## src/rtl/mac_operand_sequencer.sv

```systemverilog
// mac_operand_sequencer: buffers (A,B) operand pairs in a small FIFO and issues
// them to the MAC as one vector of programmable length, flagging the first
// element (accumulator clear) and the last, then pulsing done.
// Optional feature macro: ZERO_SKIP_EN (drop interior pairs with a zero operand).
module mac_operand_sequencer #(
  parameter int unsigned DATA_W = 8,
  parameter int unsigned DEPTH  = 4,
  parameter int unsigned LEN_W  = 4
) (
  input  logic                     clk,
  input  logic                     rst_n,
  input  logic                     ena,
  input  logic [DATA_W-1:0]        in_a,
  input  logic [DATA_W-1:0]        in_b,
  input  logic                     in_valid,
  output logic                     in_ready,
  input  logic [LEN_W-1:0]         vec_len,
  input  logic                     start,
  output logic [DATA_W-1:0]        mac_a,
  output logic [DATA_W-1:0]        mac_b,
  output logic                     mac_valid,
  output logic                     mac_clr,
  output logic                     mac_last,
  output logic                     busy,
  output logic                     done,
  output logic [$clog2(DEPTH):0]   level
);

  localparam int unsigned PTR_W = $clog2(DEPTH);
  localparam int unsigned LVL_W = PTR_W + 1;

  typedef enum logic [1:0] {
    IDLE = 2'd0,
    RUN  = 2'd1,
    DONE = 2'd2
  } state_t;

  state_t                  state;
  state_t                  state_nxt;

  logic [DATA_W-1:0]       a_mem [DEPTH];
  logic [DATA_W-1:0]       b_mem [DEPTH];
  logic [PTR_W-1:0]        wr_ptr;
  logic [PTR_W-1:0]        rd_ptr;
  logic [LEN_W-1:0]        cnt;
  logic [LEN_W-1:0]        len;

  logic                    push_c;
  logic                    pop_c;
  logic                    issue_c;
  logic                    is_first_c;
  logic                    is_last_c;
  logic                    start_ok_c;
  logic [DATA_W-1:0]       head_a_c;
  logic [DATA_W-1:0]       head_b_c;

  // Upstream handshake: full FIFO refuses a push even if it pops this cycle.
  assign in_ready   = ena && (level != LVL_W'(DEPTH));
  assign push_c     = in_valid && in_ready;
  assign head_a_c   = a_mem[rd_ptr];
  assign head_b_c   = b_mem[rd_ptr];
  assign is_first_c = (cnt == '0);
  assign is_last_c  = (cnt == len - LEN_W'(1));
  assign start_ok_c = (state == IDLE) && start && ena;

  // State register.
  always_ff @(posedge clk) begin
    if (!rst_n) state <= IDLE;
    else        state <= state_nxt;
  end

  // Next-state logic; DONE lingers while ena is low so done is not lost.
  always_comb begin
    state_nxt = state;
    case (state)
      IDLE: if (start_ok_c) state_nxt = (vec_len != '0) ? RUN : DONE;
      RUN:  if (pop_c && is_last_c) state_nxt = DONE;
      DONE: if (ena) state_nxt = IDLE;
      default: state_nxt = IDLE;
    endcase
  end

  // FSM outputs: pop/issue decisions and status decode.
  always_comb begin
    pop_c   = 1'b0;
    issue_c = 1'b0;
    busy    = (state != IDLE);
    done    = (state == DONE) && ena;
    if (state == RUN && ena && level != '0) begin
      pop_c = 1'b1;
`ifdef ZERO_SKIP_EN
      issue_c = is_first_c || is_last_c ||
                ((head_a_c != '0) && (head_b_c != '0));
`else
      issue_c = 1'b1;
`endif
    end
  end

  // FIFO storage; contents are don't-care until level says otherwise.
  always_ff @(posedge clk) begin
    if (push_c) begin
      a_mem[wr_ptr] <= in_a;
      b_mem[wr_ptr] <= in_b;
    end
  end

  // FIFO pointers and occupancy; written words become visible next cycle.
  always_ff @(posedge clk) begin
    if (!rst_n) begin
      wr_ptr <= '0;
      rd_ptr <= '0;
      level  <= '0;
    end else begin
      if (push_c) wr_ptr <= wr_ptr + PTR_W'(1);
      if (pop_c)  rd_ptr <= rd_ptr + PTR_W'(1);
      case ({push_c, pop_c})
        2'b10:   level <= level + LVL_W'(1);
        2'b01:   level <= level - LVL_W'(1);
        default: level <= level;
      endcase
    end
  end

  // Vector length latch and element counter.
  always_ff @(posedge clk) begin
    if (!rst_n) begin
      cnt <= '0;
      len <= '0;
    end else if (start_ok_c) begin
      cnt <= '0;
      len <= vec_len;
    end else if (pop_c) begin
      cnt <= cnt + LEN_W'(1);
    end
  end

  // MAC operand register; operands hold between strobes.
  always_ff @(posedge clk) begin
    if (!rst_n) begin
      mac_a     <= '0;
      mac_b     <= '0;
      mac_valid <= 1'b0;
      mac_clr   <= 1'b0;
      mac_last  <= 1'b0;
    end else begin
      mac_valid <= pop_c && issue_c;
      mac_clr   <= pop_c && issue_c && is_first_c;
      mac_last  <= pop_c && issue_c && is_last_c;
      if (pop_c && issue_c) begin
        mac_a <= head_a_c;
        mac_b <= head_b_c;
      end
    end
  end

endmodule

```

## config.mk

```make
export PLATFORM = sky130hd
export DESIGN_NAME = mac_operand_sequencer
export DESIGN_NICKNAME = d
export VERILOG_FILES = /design/src/rtl/mac_operand_sequencer.sv
export SDC_FILE = /design/constraint.sdc
export NUM_CORES = 1
export LEC_CHECK = 0
export BUFFER_PORTS_ARGS = -buffer_cell sky130_fd_sc_hd__buf_2
export CAP_MARGIN = 20
export CORE_MARGIN = 1.5
export CORE_UTILIZATION = 40
export CTS_BUF_LIST = sky130_fd_sc_hd__clkbuf_2 sky130_fd_sc_hd__clkbuf_4 sky130_fd_sc_hd__clkbuf_8
export CTS_CLUSTER_DIAMETER = 80
export CTS_CLUSTER_SIZE = 24
export DETAILED_ROUTE_END_ITERATION = 7
export MAX_ROUTING_LAYER = met4
export PLACE_DENSITY = 0.55
export SLEW_MARGIN = 20
export SYNTH_ARGS = -nofsm -noshare
export SYNTH_HDL_FRONTEND = slang
export SYNTH_SLANG_ARGS = --single-unit
```

## constraint.sdc

```tcl
create_clock -name clk -period 6.45 [get_ports clk]
set_input_delay 0 -clock clk [delete_from_list [all_inputs] [get_ports clk]]
set_output_delay 0 -clock clk [all_outputs]
set_load 0.005 [all_outputs]
```

Yosys cells after proc, flatten, opt, wreduce, memory -nomap -nowiden:

Memories as Yosys holds them, arrays and structs flattened. A register that Yosys moved wholly into a read port is not among the register bits.
Cells that the tools add are included.

* register bits: 20
* memory bits (writable): 64
* input port bits: 25
* output and inout port bits: 25
* word-level logic and storage cells: 55
* memories: 2

* add/subtract/negate cells: 6
* equality and inequality tests: 9
* mux-type cells: 9
* bitwise operators: 1
* reductions and logical operators: 19

Memory list
* a_mem: words 4, bits a word 8, rd ports 1, clocked after Yosys merged registers in 1, wr ports 1, line 41 `logic [DATA_W-1:0] a_mem [DEPTH];`
* b_mem: words 4, bits a word 8, rd ports 1, clocked after Yosys merged registers in 1, wr ports 1, line 42 `logic [DATA_W-1:0] b_mem [DEPTH];`

Operators with widths (count)
* 1-bit logical AND: 9
* 2-bit two-way mux: 4
* 2-bit case mux with 3 select lines: 1
* 3-bit case mux with 2 select lines: 1
* 2-bit by 1-bit adder with 2-bit output, second input constant: 2
* 4-bit by 1-bit adder with 4-bit output, second input constant: 1
* 2-bit by 1-bit == test with 1-bit output, second input constant: 2
* 2-bit == test, second input constant: 2
* 4-bit == test: 1
* 4-bit zero test: 1
* 2-bit != test, second input constant: 2
* 2-bit nonzero test: 2
* 4-bit nonzero test: 1
* 4-bit by 1-bit subtractor with 4-bit output, second input constant: 1
* 3-bit by 1-bit adder with 3-bit output, second input constant: 1
* 1-bit two-way mux: 3
* 3-bit != test, second input constant: 1
* 3-bit AND reduction: 1
* 3-bit nonzero test: 1
* 3-bit by 1-bit subtractor with 3-bit output, second input constant: 1
* 1-bit zero test: 2
* 2-bit zero test: 1
* 2-bit by 1-bit != test with 1-bit output, second input constant: 1
* 2-bit OR reduction: 1
* 1-bit NOT: 1

Depth between registers and ports, before layout:

Gate-level depths: netlist (run 1).

* word-level depth: 7
* depth in mapped cells: 10
* mapped depth without buffers: 9

Least setup slack after synthesis (run 1):

OpenSTA, ideal clock, no wires.

* path kind: reg-to-reg
* from: register level[0]
* to: register level[2]
* library setup time: 0.070 ns
* arrival: 2.086 ns
* required time: 6.380 ns
* setup slack: 4.294 ns
* cell stages (with the launch flop): 11
* buffers on the path: 1
* clock period less this slack: 2.156 ns
* cell sequence: dfxtp_1 -> or3_4 -> nand2_8 -> inv_6 -> clkbuf_8 -> ha_1 -> inv_1 -> fa_1 -> xor2_1 -> or3_1 -> a21oi_1

* cells in the longest elaborated chain, start to end: 5
* elaborated cells on any way between the ends: 12
* classes of those cells: add/sub (2); eq/ne (3); mux (2); reduce/logical (5)

Ends and longest elaborated chain
* start: declaration: line 26 `output logic [$clog2(DEPTH):0] level`
* start signal: assignment: line 118 `2'b10: level <= level + LVL_W'(1);`
* start signal: assignment: line 119 `2'b01: level <= level - LVL_W'(1);`
* start signal: assignment: line 120 `default: level <= level;`
* 3-bit nonzero test *: line 89 `if (state == RUN && ena && level != '0) begin`
* 1-bit logical AND *: line 89
* 1-bit two-way mux *
* named net issue_c: line 50 `logic issue_c;`
* 2-bit by 1-bit == test with 1-bit output or 2-bit == test (tied branches): line 117 `case ({push_c, pop_c})`
* 3-bit case mux with 2 select lines or 2-bit nonzero test (tied branches)

The timed path passes the listed nets; every way through them passes the cells marked *.
A chain may end at the register's enable or synchronous reset.

Worst setup path after layout (run 1):

* from: register level[0]
* to: register level[2]

* cells in the longest elaborated chain, start to end: 5
* elaborated cells on any way between the ends: 12
* classes of those cells: add/sub (2); eq/ne (3); mux (2); reduce/logical (5)

Ends and longest elaborated chain (line)
* 3-bit nonzero test or 3-bit != test (tied branches): 89, 58
* 1-bit logical AND (on tied branches): 89, 58
* 1-bit two-way mux or 1-bit logical AND (tied branches): 89, 59
* 2-bit by 1-bit == test with 1-bit output or 2-bit == test (tied branches): 117
* 3-bit case mux with 2 select lines or 2-bit nonzero test (tied branches)

Several ways; a longest one is shown, not always the timed one.

==> results of run 1 <==
==> placed cells by master, fill, tap and decap left out, drive strengths merged, types with 2 or more instances in the layout <==
cell type / instances
nor2: 16
mux4: 16
dfxtp: 36
dlygate4sd3: 21
a21oi: 25
ha: 8
nand3: 4
inv: 15
nand2: 44
edfxtp: 64
xnor2: 7
and3b: 2
buf: 50
bufinv: 2
xor2: 7
or3: 2
clkbuf: 11
and3: 7
==> power by group through the flow <==
stage               sequential, mW  clock, mW  combinational, mW
finish                       0.702      0.437             0.0742
detailed placement           0.718          0             0.0656
floorplan                    0.715          0             0.0435
global route                 0.705      0.468             0.0831
CTS                          0.703      0.449             0.0755
global placement             0.717          0             0.0646
==> worst min-delay path, cell delays in order <==
cell and delay [ps]:
buf_2 140, o311ai_4 100, xnor2_1 70, nor2_1 70
==> kinds of logic after synthesis <==
| family | share of synthesized area, % |
|---|---|
| AO/OA/AOI/OAI | 4.44 |
| XOR/XNOR | 3.39 |
| adder cells (fa/ha/maj) | 2.96 |
| buffers and inverters | 4.56 |
| flip-flops | 65.1 |
| multiplexers | 10.2 |
| AND/OR/NAND/NOR | 9.37 |
==> sequential cells by signal, summed over array words and instances, names as in the netlist <==
signal,count
a_mem,32
b_mem,32
cnt,4
len,4
level,3
mac_a,8
mac_b,8
mac_clr,1
mac_last,1
mac_valid,1
rd_ptr,2
state,2
wr_ptr,2
==> final cells by class <==
| type | instances | area (um2) |
|---|---|---|
| sequential | 100 | 2640 |
| clock inverter | 5 | 82.6 |
| tap | 133 | 166 |
| multi-input combinational | 149 | 1230 |
| clock buffer | 11 | 139 |
| fill | 924 | 5040 |
| inverter | 13 | 53.8 |
| timing repair buffer | 71 | 463 |
==> routing by layer <==
metal	vias up	wire length, um	GRT usage (%)
met2	47	3750	25.7
met3	7	225	3.34
met1	1120	3340	18.2
li1	1134	-	-
met4	0	66	4.56
met5	-	0	-
==> how the worst max path moves through the flow <==
stage / from / to / slack [ps] / depth (start not counted)
floorplan: level[0]$_SDFFE_PN0P_ / level[2]$_SDFFE_PN0P_ / 4290 / 10
global placement: state[1]$_SDFFE_PN0P_ / level[2]$_SDFFE_PN0P_ / 4190 / 9
detailed placement: level[0]$_SDFFE_PN0P_ / level[2]$_SDFFE_PN0P_ / 4090 / 9
CTS: level[0]$_SDFFE_PN0P_ / level[2]$_SDFFE_PN0P_ / 4080 / 9
global route: level[0]$_SDFFE_PN0P_ / level[2]$_SDFFE_PN0P_ / 3930 / 9
finish: level[0]$_SDFFE_PN0P_ / level[2]$_SDFFE_PN0P_ / 4070 / 9
==> through the flow <==
stage          util (%)  std cells  cell area (um2)  setup slack, ps
6_report           48.7        482             4780             4070
5_1_grt            48.7        482             4780             3930
4_1_cts            48.7        482             4780             4080
3_5_place_dp       44.3        445             4350             4090
3_3_place_gp       44.3        445             4350             4190
2_1_floorplan         -        272             4060             4290
==> impl_metrics.tcl, run 1 <==
set metrics [dict create \
    grt_use_total_pct 15.2 \
    ctsResizeCount 0 \
    routabilityCongestion 0.687 \
    path_buf_inv 2 \
    hold_viol_final 0 \
    post_cts_buffers 0 \
    async_flop_share_pct 0 \
    critPathLaunchType "register" \
    power.internal_uw 960 \
    min_period_ps 2380 \
    drtAntennaViolNets 0 \
    cp.required_ps 6720 \
    cp.arrival_ps 2650 \
    finClkSkew_ps 17.0 \
    rsz0062_at_grt "no" \
    p_seq_share_pct 57.9 \
    route.detailed.drc 0 \
    critPathMaxFanout 21 \
    path_clk_slew_ps 90 \
    powerDensity_nw_per_um2 254 \
    pwr-share-comb_pct 6.1 \
    drt-total-wl_mm 7.38 \
    synth_seq_area_share_pct 65.1 \
    layout.nets 378 \
    grt_max_degree 31 \
    power.total_mw 1.21 \
    drt-wirelength-per-cell_um 15.3 \
    vias 2308 \
    endpoint_kind "register" \
    clockRootBuffer "clkbuf_8" \
    antenna_found_initial 0 \
    yosysWarnings 0 \
    fp.dieW_um 104 \
    syn2layout_area_growth_pct 17.7 \
    critPathMaxStageDelay_ps 490 \
    clock-sinks 100 \
    cap_violations 0 \
    die-area_um2 10800 \
    r2r_slack_ps 4070 \
    whs_ps 50.6 \
    hold_path_depth 4 \
    grt_pass1_vias 2409 \
    yosys.area.top_type "edfxtp_1" \
    setup_viol 0 \
    synth.most_common_cell "edfxtp_1" \
    htreeDepth 3 \
    synthFlopType "edfxtp_1" \
    numPortBuffers 49 \
    leakage_nw 1.74 \
    r2r_cells 9 \
    core_um2 9820 \
    postCtsHoldBufs 21 \
    tns_ps 0 \
    synth_cells 272 \
    hold_class "primary input to register" \
    grt_overflow 0 \
    top_level_ports 50 \
    r2r_start "level[0]$_SDFFE_PN0P_" \
    worst-setup-path-type "register to register" \
    synth_seq_cells 100 \
    ir_worst_vdd_mv 0.154 \
    worst_path_max_delay_cell "dfxtp_1" \
    mappedNetlistArea_um2 4060 \
    critPathTopFamily "simple AND/OR/NAND/NOR gates" \
    min_from "in_valid" \
    status "complete, no violations" \
    rows 36 \
    min_to "wr_ptr[0]$_SDFFE_PN0P_" \
    cts_buffers 9 \
    dp_hpwl_mm 4.74 \
    drive_gt1_share_pct 23.5 \
    max_freq_mhz 421 \
    crit_chain "or3_4 > nand2_8 > inv_6 > ha_1 > inv_1 > fa_1 > xor2_1 > or3_1 > a21oi_1" \
    avgSynthCellArea_um2 14.9 \
    avgViaCountPerCell 4.79 \
    n_antenna_cell 0 \
    synth_fp_nets 306 \
    clockPowerShare_pct 36.0 \
    cts_tree "built" \
    start_util_pct 41.4 \
    p_switching_uw 253 \
    crit-reg2reg-capture "level[2]$_SDFFE_PN0P_" \
    synth.area.top_cells "edfxtp_1 47%, dfxtp_1 18%, mux4_1 7.8%, nand2_1 3.9%, a21oi_1 3.0%" \
    first_pass_iters 4 \
    synth_top_area_share_pct 47.3 \
    drtIter0Drc 97 \
    synth_cell_type_count 39 \
    worst_slew_pin_slew_ps 954 \
    grt_pass1_wl_mm 12.1 \
    synth_edf_count 64 \
    synth_top_cells_by_count "64 x edfxtp_1, 42 x nand2_1, 36 x dfxtp_1" \
    p_sw_share_pct 20.9 \
    die_height_um 104 \
    drv_slew 0 \
    insertion_delay_ps 350 \
    clk_path_buf_depth 2 \
    slew-limit-headroom_pct 36.3 \
    final.period_utilization_pct 36.8 \
]
Power figures use the tool's default switching activity.
==> run 2, diff against run 1 <==
Clock period 6.45 ns to 2.2 ns, I/O delays scaled along.
==> impl_metrics.tcl, run 2 (synthesized netlist as in run 1, its figures left out) <==
set metrics [dict create \
    n_antenna_cell 0 \
    cp.required_ps 2500 \
    antenna_found_initial 0 \
    fp.dieW_um 104 \
    hold_viol_final 0 \
    htreeDepth 3 \
    r2r_slack_ps 110 \
    critPathLaunchType "register" \
    max_freq_mhz 478 \
    dp_hpwl_mm 4.55 \
    reg_top3 "a_mem (32), b_mem (32)" \
    setup_viol 0 \
    drtAntennaViolNets 0 \
    power.internal_mw 2.58 \
    clock-sinks 100 \
    most-common-layout-cells "64 x edfxtp_1, 49 x buf_2, 42 x nand2_1" \
    start_util_pct 41.4 \
    rows 36 \
    worst-setup-path-type "register to register" \
    drt-wirelength-per-cell_um 15.0 \
    cts_tree "built" \
    avgViaCountPerCell 4.71 \
    hold_class "primary input to register" \
    cap_violations 0 \
    p_sw_share_pct 23.6 \
    grt_use_total_pct 15.0 \
    layout_commonest_cell "edfxtp_1" \
    drive_gt1_share_pct 24.9 \
    multi_input_area_um2 1230 \
    tns_ps 0 \
    insertion_delay_ps 360 \
    num-fill-cells 887 \
    grt_pass1_vias 2362 \
    cts_buffers 9 \
    die-area_um2 10800 \
    grt_pass1_wl_mm 11.9 \
    path_clk_slew_ps 100 \
    clockRootBuffer "clkbuf_8" \
    route.detailed.drc 0 \
    critPathMaxFanout 5 \
    postPlaceCellArea_um2 4390 \
    endpoint_kind "register" \
    clockPowerShare_pct 32.4 \
    pwr-share-comb_pct 6.6 \
    post_cts_buffers 0 \
    final.period_utilization_pct 95.0 \
    layout_setup_ws_ps 110 \
    slew-limit-headroom_pct 39.6 \
    die_height_um 104 \
    layout.nets 383 \
    min_period_ps 2090 \
    final-seq-area_um2 2640 \
    grt_max_degree 21 \
    p_switching_uw 797 \
    top_level_ports 50 \
    worst_slew_pin_slew_ps 906 \
    vias 2294 \
    leakage_nw 1.75 \
    rsz0062_at_grt "no" \
    p_seq_share_pct 61.0 \
    first_pass_iters 4 \
    syn2layout_area_growth_pct 17.8 \
    final_area_um2 4790 \
    core_um2 9820 \
    routabilityCongestion 0.709 \
    drv_slew 0 \
    clk_path_buf_depth 2 \
    cp.arrival_ps 2390 \
    finClkSkew_ps 8.65 \
    powerDensity_nw_per_um2 705 \
    dp_slack_ps 111 \
    ir_worst_vdd_mv 0.360 \
    numPortBuffers 49 \
    drtIter0Drc 83 \
    drt-total-wl_mm 7.28 \
    grt_overflow 0 \
    status "complete, no violations" \
]
## run 2: cell types whose count changed in the layout (fill, tap and decap cells not counted), sizes merged
cell,before,now
clkinv,1,6
clkbuf,11,9
bufinv,2,0
buf,50,55
inv,15,14
## run 2: area by class of cell
class,instances,area share (%)
Timing Repair Buffer,76,10.5
Clock inverter,7,1.33
Multi-Input combinational cell,149,25.8
Tap cell,133,3.48
Clock buffer,9,2.59
Sequential cell,100,55.2
Inverter,13,1.12
## run 2: routing by layer
layer	share of wire (%)	vias to the layer above	GRT usage, %
met5	0	-	-
met4	1.1	0	4.46
met3	2.8	9	4.03
met2	51	36	25.9
met1	45	1102	17.2
li1	-	1147	-
## run 2: stage by stage
stage | total power, mW | util, % | hold WS [ps] | instances
floorplan | 2.22 | - | 98.9 | 272
global placement | 2.29 | 44.7 | 213 | 450
detailed placement | 2.30 | 44.7 | 218 | 450
CTS | 3.42 | 48.7 | 98.5 | 487
global route | 3.50 | 48.7 | 120 | 487
finish | 3.37 | 48.7 | 107 | 487
## run 2: critical path, stage by stage, from the launching register on
cell and delay (ps):
dfxtp_2 370, inv_1 80, o311ai_4 300, ha_1 220, inv_1 60, fa_1 370, xor2_1 160, or3_1 310
a21oi_1 150
## run 2: what timing repair did
action | CTS | global route
gates resized for setup | 0 | 1
hold endpoints to repair | 73 | 0
hold buffers | 21 | 0
endpoints found under the setup margin | 0 | 1
## run 2: power groups by stage
stage	sequential [mW]	combinational, mW	clock, mW
global route	2.06	0.251	1.19
finish	2.06	0.224	1.09
floorplan	2.10	0.128	0
CTS	2.06	0.228	1.13
global placement	2.10	0.195	0
detailed placement	2.10	0.198	0
## run 2: final timing paths
| check | startpoint | endpoint | cells after the start |
|---|---|---|---|
| setup / recovery | level[2]$_SDFFE_PN0P_ | level[2]$_SDFFE_PN0P_ | 8 |
| hold reg to reg | mac_a[3]$_SDFFE_PN0P_ | mac_a[3]$_SDFFE_PN0P_ | 2 |
| setup reg to reg | level[2]$_SDFFE_PN0P_ | level[2]$_SDFFE_PN0P_ | 8 |
| hold / removal | start | len[3]$_SDFFE_PN0P_ | 4 |
==> run 3, diff against run 2 <==
Settings changed: RECOVER_POWER from default to 100.
==> impl_metrics.tcl, run 3 (synthesized netlist as in run 1, its figures left out) <==
set metrics [dict create \
    die_height_um 104 \
    grt_pass1_vias 2362 \
    p_seq_share_pct 61.0 \
    pwr-share-comb_pct 6.5 \
    grt_pass1_wl_mm 11.9 \
    route.detailed.drc 0 \
    status "complete, no violations" \
    path_clk_slew_ps 100 \
    dp_slack_ps 111 \
    grt_max_degree 21 \
    start_util_pct 41.4 \
    layout_setup_ws_ps 117 \
    vias 2301 \
    clk_path_buf_depth 2 \
    routabilityCongestion 0.709 \
    final.period_utilization_pct 94.7 \
    dp_hpwl_mm 4.55 \
    min_from "start" \
    syn2layout_area_growth_pct 16.7 \
    critPathMaxFanout 5 \
    final_util_pct 48.3 \
    cp.arrival_ps 2380 \
    multi_input_area_um2 1220 \
    p_sw_share_pct 23.7 \
    power.internal_mw 2.57 \
    hold_viol_final 0 \
    clockPowerShare_pct 32.5 \
    rows 36 \
    reg_top3 "a_mem (32), b_mem (32)" \
    finClkSkew_ps 7.04 \
    antenna_found_initial 0 \
    power.total_mw 3.37 \
    whs_ps 104 \
    powerDensity_nw_per_um2 711 \
    grt_overflow 0 \
    min_period_ps 2080 \
    drtIter0Drc 83 \
    clock-sinks 100 \
    p_switching_uw 799 \
    drtAntennaViolNets 0 \
    clockRootBuffer "clkbuf_8" \
    worst-setup-path-type "register to register" \
    worst_slew_pin_slew_ps 915 \
    setup_viol 0 \
    first_pass_iters 4 \
    min_to "len[3]$_SDFFE_PN0P_" \
    die-area_um2 10800 \
    r2r_cells 8 \
    drive_gt1_share_pct 17.5 \
    most-common-layout-cells "64 x edfxtp_1, 42 x nand2_1, 35 x dfxtp_1" \
    avgViaCountPerCell 4.72 \
    cp.required_ps 2500 \
    top_level_ports 50 \
    cts_tree "built" \
    layout.nets 383 \
    drt-total-wl_mm 7.29 \
    ir_worst_vdd_mv 0.359 \
    htreeDepth 3 \
    drt-wirelength-per-cell_um 15.0 \
    layout_commonest_cell "edfxtp_1" \
    slew-limit-headroom_pct 39.0 \
    num-fill-cells 897 \
    core_um2 9820 \
    final-seq-area_um2 2640 \
    hold_path_depth 4 \
    numPortBuffers 49 \
    insertion_delay_ps 370 \
    r2r_slack_ps 120 \
    crit-reg2reg-capture "level[2]$_SDFFE_PN0P_" \
    drv_slew 0 \
    cts_buffers 9 \
    rsz0062_at_grt "no" \
    tns_ps 0 \
    max_freq_mhz 480 \
    endpoint_kind "register" \
    hold_class "primary input to register" \
    leakage_nw 1.67 \
    r2r_start "level[2]$_SDFFE_PN0P_" \
    fp.dieW_um 104 \
    n_antenna_cell 0 \
    critPathLaunchType "register" \
    cap_violations 0 \
    grt_use_total_pct 15.0 \
]
[run 3: layer usage]
layer / share of wire, % / vias up / GRT usage [%] / routed length, um
met3: 3.2 / 10 / 4.03 / 235
met4: 1.2 / 0 / 4.46 / 85
met5: 0 / - / - / 0
met2: 51 / 37 / 25.9 / 3750
li1: - / 1146 / - / -
met1: 44 / 1108 / 17.2 / 3230
[run 3: final cells by class]
cell class | count | area share (%)
Inverter | 13 | 1.14
Sequential cell | 100 | 55.8
Clock inverter | 7 | 1.35
Multi-Input combinational cell | 149 | 25.8
Clock buffer | 9 | 2.61
Timing Repair Buffer | 76 | 9.82
Tap cell | 133 | 3.51
[run 3: how the worst max path moves through the flow]
stage,from,endpoint,slack (ps),cells after the start
floorplan,level[0]$_SDFFE_PN0P_,level[2]$_SDFFE_PN0P_,40,10
global placement,level[2]$_SDFFE_PN0P_,level[2]$_SDFFE_PN0P_,170,8
detailed placement,level[2]$_SDFFE_PN0P_,level[2]$_SDFFE_PN0P_,110,8
CTS,level[2]$_SDFFE_PN0P_,level[2]$_SDFFE_PN0P_,60,8
global route,level[2]$_SDFFE_PN0P_,level[2]$_SDFFE_PN0P_,2,8
finish,level[2]$_SDFFE_PN0P_,level[2]$_SDFFE_PN0P_,120,8
[run 3: power groups by stage]
stage          Combinational, mW  Sequential [mW]  Clock [mW]
2_1_floorplan              0.128             2.10           0
3_3_place_gp               0.195             2.10           0
3_5_place_dp               0.198             2.10           0
4_1_cts                    0.228             2.06        1.13
5_1_grt                    0.245             2.06        1.19
6_report                   0.218             2.06        1.09
[run 3: per-stage QoR]
step	cell area [um2]	instances
floorplan	4060	272
finish	4740	487
global route	4740	487
detailed placement	4390	450
CTS	4780	487
global placement	4390	450
[run 3: what timing repair did]
action / CTS / global route
endpoints found under the hold margin: 73 / 0
hold buffers: 21 / 0
buffers inserted: 0 / 0
setup endpoints to repair: 0 / 1
resized for setup: 0 / 1
[run 3: worst max-delay path, cell delays in order, from the launching register on]
cell      delay (ps)
dfxtp_2          370
inv_1             80
o311ai_4         300
ha_1             220
inv_1             60
fa_1             370
xor2_1           160
or3_1            310
a21oi_1          150
